### config.mk
export PLATFORM = sky130hd
export DESIGN_NAME = hart_meter
export DESIGN_NICKNAME = d
export VERILOG_FILES = /design/src/rtl/hart_meter.sv
export SDC_FILE = /design/constraint.sdc
export NUM_CORES = 1
export LEC_CHECK = 0
export CORE_ASPECT_RATIO = 0.6
export CORE_MARGIN = 5
export CORE_UTILIZATION = 45
export CTS_BUF_LIST = sky130_fd_sc_hd__clkbuf_4 sky130_fd_sc_hd__clkbuf_8
export DETAILED_ROUTE_END_ITERATION = 10
export PLACE_DENSITY = 0.61
export SLEW_MARGIN = 10
export SYNTH_ARGS = -nofsm -noshare
export SYNTH_HDL_FRONTEND = slang
export SYNTH_SLANG_ARGS = --single-unit
### constraint.sdc
create_clock -name slow -period 5.8 [get_ports slow]
set_input_delay 1.16 -clock slow [delete_from_list [all_inputs] [get_ports slow]]
set_output_delay 1.16 -clock slow [all_outputs]
set_load 0.02 [all_outputs]
### src/rtl/hart_meter.sv
// Heartbeat rate meter: synchronises raw sensor pulses, qualifies them with a refractory
// period and counts qualified beats per window. `define HART_AVG_EN to average successive windows.
module hart_meter #(
   parameter int unsigned WINDOW  = 150,
   parameter int unsigned REFRACT = 3,
   parameter int unsigned LOSS    = 30
) (
   input  logic       slow,
   input  logic       reset,
   input  logic       beat,
   output logic [5:0] hart,
   output logic       hart_valid,
   output logic       beat_seen,
   output logic       lost
);

   localparam logic [15:0] WinLast = 16'(WINDOW - 1);
   localparam logic [15:0] RefrLd  = 16'(REFRACT);
   localparam logic [15:0] LossMax = 16'(LOSS);

   typedef enum logic {StArmed, StRefr} state_e;

   state_e      state_q;
   logic        sync1_q, sync2_q, sync3_q;
   logic [15:0] refr_q;
   logic [15:0] win_q, win_d;
   logic [15:0] loss_q, loss_d;
   logic [5:0]  cnt_q, cnt_inc;
   logic [5:0]  hart_q, hart_d;
   logic        valid_q, seen_q, lost_q, lost_d;
   logic        edge_det, qual, win_end;

   assign edge_det = sync2_q & ~sync3_q;
   assign qual     = edge_det && (state_q == StArmed);
   assign win_end  = (win_q == WinLast);

   assign hart       = hart_q;
   assign hart_valid = valid_q;
   assign beat_seen  = seen_q;
   assign lost       = lost_q;

`ifdef HART_AVG_EN
   logic [5:0] prev_q, prev_d;
   logic [6:0] avg_sum;

   always_ff @(posedge slow or negedge reset) begin
      if (!reset) begin
         prev_q <= '0;
      end else begin
         prev_q <= prev_d;
      end
   end
`endif

   always_comb begin
      win_d = win_end ? 16'd0 : win_q + 16'd1;

      cnt_inc = cnt_q;
      if (qual && (cnt_q != 6'd63)) begin
         cnt_inc = cnt_q + 6'd1;
      end

      loss_d = loss_q;
      if (qual) begin
         loss_d = '0;
      end else if (loss_q != LossMax) begin
         loss_d = loss_q + 16'd1;
      end
      lost_d = (loss_d == LossMax);

`ifdef HART_AVG_EN
      // Rounded mean of this and the previous window; a lost window restarts the history.
      avg_sum = {1'b0, prev_q} + {1'b0, cnt_inc} + 7'd1;
      hart_d  = lost_d ? 6'd0 : 6'(avg_sum >> 1);
      prev_d  = prev_q;
      if (win_end) begin
         prev_d = lost_d ? 6'd0 : cnt_inc;
      end
`else
      hart_d = lost_d ? 6'd0 : cnt_inc;
`endif
   end

   always_ff @(posedge slow or negedge reset) begin
      if (!reset) begin
         sync1_q <= 1'b0;
         sync2_q <= 1'b0;
         sync3_q <= 1'b0;
         state_q <= StArmed;
         refr_q  <= '0;
         win_q   <= '0;
         loss_q  <= '0;
         cnt_q   <= '0;
         hart_q  <= '0;
         valid_q <= 1'b0;
         seen_q  <= 1'b0;
         lost_q  <= 1'b0;
      end else begin
         sync1_q <= beat;
         sync2_q <= sync1_q;
         sync3_q <= sync2_q;
         win_q   <= win_d;
         loss_q  <= loss_d;
         lost_q  <= lost_d;
         seen_q  <= qual;
         valid_q <= win_end;
         // A beat in the window-end cycle is folded into hart_d, so the next window starts at 0.
         if (win_end) begin
            cnt_q  <= '0;
            hart_q <= hart_d;
         end else begin
            cnt_q <= cnt_inc;
         end
         unique case (state_q)
            StArmed: begin
               if (edge_det) begin
                  state_q <= StRefr;
                  refr_q  <= RefrLd;
               end
            end
            StRefr: begin
               if (refr_q <= 16'd1) begin
                  state_q <= StArmed;
                  refr_q  <= '0;
               end else begin
                  refr_q <= refr_q - 16'd1;
               end
            end
            default: begin
               state_q <= StArmed;
               refr_q  <= '0;
            end
         endcase
      end
   end

endmodule

==> reports/results.ini <==
[cells_and_area]
multi_input_area_um2=1610
seqCellArea_um2=1680
fillers=677
antenna_cells=0
final_cell_mix=dfrtp_1 (67), nor2_1 (38), nand2_1 (34)
layout-drive-gt1-share_pct=9.58
syn_to_final_growth_pct=10.6
final_common_cell=dfrtp_1
finalNetCount=360

[drt]
drt-initial-drc-count=190
drtAntennaViolNets=0
wirelength_um=6760
drc=0
firstDrtPassIters=4
vias=2497
vias_per_cell=5.44
wl_per_cell_um=14.7

[sta]
period_minus_slack_ns=2.69
worst_pin_slew_ns=0.873
relSlewSlack_pct=41.3
holdWs_ns=0.350
period_share_pct=46.4
rsz0062_at_grt=false
fin_tns_setup_ns=0
hold_violations=0
clock_skew_ns=0.0109
setup_viol=0
setup_ws_ns=3.11
report.final.slew_viol_count=0
fmax_ghz=0.371

[floorplan]
io_pins=12
core_um2=7300
die_area_um2=9440
die_h_um=77.3
start_util_pct=46.5
die_w_um=122
num_rows=24

[critical_path]
endpoint_kind=flip-flop
crit_fanout=16
critPathArrivalTime_ns=2.91
r2r-start=state_q$_DFF_PN0_
worstPathRequired_ns=6.01
critical_path_class=flip-flop to flip-flop
setup.worst_path.start_class=flip-flop
startpoint=state_q$_DFF_PN0_
reg2reg_depth=6

[place]
pre_cts_ws_ns=3.12
dp_hpwl_um=4530
portBuffers=11
gp_congestion=0.785

[power]
internal_power_w=0.000884
vdd_drop_max_v=0.000174
leakage_nw=1.60
power.density_nw_per_um2=381
power_switching_w=0.000546
clkPwrFrac_pct=25.3
p_comb_share_pct=30.2
swShare_pct=38.2
p_seq_share_pct=44.4

[synthesis]
synth.avg_cell_area_um2=10.0
ys.flop_type=dfrtp_1
ys_types=57
yosysWarningCount=0
ys_seq_elements=67
syn-num-nets=349
postSynth.asyncResetShare_pct=100
ys_seq_area_share_pct=49.4
synth_area_um2=3390
synth_edf_count=0
synthCells=339

[min_path]
hp-class=flip-flop to flip-flop
hold_depth=0
hold_start=sync1_q$_DFF_PN0_

[global_routing]
grt_overflow=0
grt_pass1_wl_um=11700
grt_max_degree=68
grt_antenna_before_repair=0
grt_pass1_vias=2289
grt_usage_pct=15.9

[clock_tree]
ctsHoldBuffers=0
cts_max_level=3
cts_made_buffers=9
cts_root_buf=clkbuf_8
postCtsSetupBuffers=0
tritoncts=built
cts_resized=0
cts.sinks=67
clock_latency_ns=0.35
clkSlewWorstSetupHoldPaths_ns=0.07
clockBufferDepth=2

[run]
cap_violations=0

[run_status]
outcome=completed

-- critical path, cell delays in order, from the launching register on --
cell and delay (ns):
dfrtp_1 0.47, or3b_1 0.65, inv_1 0.48, a21oi_2 0.07
or2_4 0.28, nor4_4 0.48, o31ai_1 0.13
-- metrics by stage --
stage          total power (W)  util [%]  cells  instance area, um2
6_report               0.00143      51.4    459                3750
5_1_grt                0.00154      51.4    459                3750
4_1_cts                0.00145      51.4    459                3750
3_5_place_dp           0.00107      48.9    443                3560
3_3_place_gp           0.00107      48.9    443                3560
2_1_floorplan         0.000984         -    339                3390
-- cell usage after synthesis (2+ instances only) --
cell type	count	area, um2
o21ai_0	26	130
inv_1	10	37.5
nor4b_1	2	17.5
nor2_1	38	143
nand4_1	10	62.6
a211oi_1	3	22.5
nand2_1	34	128
buf_2	3	15.0
o41ai_1	3	26.3
xnor2_1	13	114
nand3_1	13	65.1
or3_1	2	12.5
buf_6	3	33.8
nand2b_1	4	25.0
mux2i_1	4	40.0
a21oi_1	10	50.1
nor4_1	5	31.3
nor3_1	13	65.1
and4bb_2	2	25.0
and2_1	2	12.5
nor4_2	2	25.0
o31ai_1	10	75.1
clkbuf_1	4	15.0
xor2_1	13	114
nand3b_1	2	15.0
dfrtp_1	67	1680
a31oi_1	3	18.8
ha_1	7	87.6
and3_1	3	18.8
-- flip-flops by register name (all words and copies together), names as in the netlist, 6 cells and up --
name and count:
cnt_q 6, hart 6, loss_q 16, refr_q 16, win_q 16
-- power by group through the flow --
| stage | clock [W] | combinational (W) | sequential [W] |
|---|---|---|---|
| final | 0.000362 | 0.000432 | 0.000635 |
| after global routing | 0.000401 | 0.000492 | 0.000648 |
| after CTS | 0.000380 | 0.000434 | 0.000633 |
| after detailed placement | 0 | 0.000431 | 0.000641 |
| after global placement | 0 | 0.000425 | 0.000640 |
| after floorplan | 0 | 0.000373 | 0.000612 |
-- final cells by class --
| type | instances | share of cell area, % |
|---|---|---|
| clock buffer | 11 | 4.03 |
| inverter | 10 | 1.00 |
| multi-input combinational | 250 | 42.8 |
| clock inverter | 5 | 1.00 |
| sequential | 67 | 44.7 |
| tap | 104 | 3.47 |
| timing repair buffer | 12 | 3.00 |
-- logic make-up after synthesis --
family	synth area share, %
AO/OA/AOI/OAI	14.0
buffers and inverters	3.24
XOR/XNOR	6.71
AND/OR/NAND/NOR	22.9
flip-flops	49.4
adder cells (fa/ha/maj)	2.58
multiplexers	1.18
-- layer usage --
metal  share of wire [%]  track usage (%)  wire (um)
met5                   0                0          0
met4                 1.6             6.26        105
met3                 4.4             5.74        300
met2                  40             19.7       2680
met1                  54             24.5       3680
-- worst paths after layout --
kind                                            end  slack [ns]
worst max register to register  hart[5]$_DFFE_PN0P_        3.11
max in group asynchronous       loss_q[6]$_DFF_PN0_        4.24
min in group asynchronous       win_q[11]$_DFF_PN0_        0.99
worst min-delay path              sync2_q$_DFF_PN0_        0.35
worst min register to register    sync2_q$_DFF_PN0_        0.35
worst max-delay path            hart[5]$_DFFE_PN0P_        3.11
(Power assumes the default switching activity.)
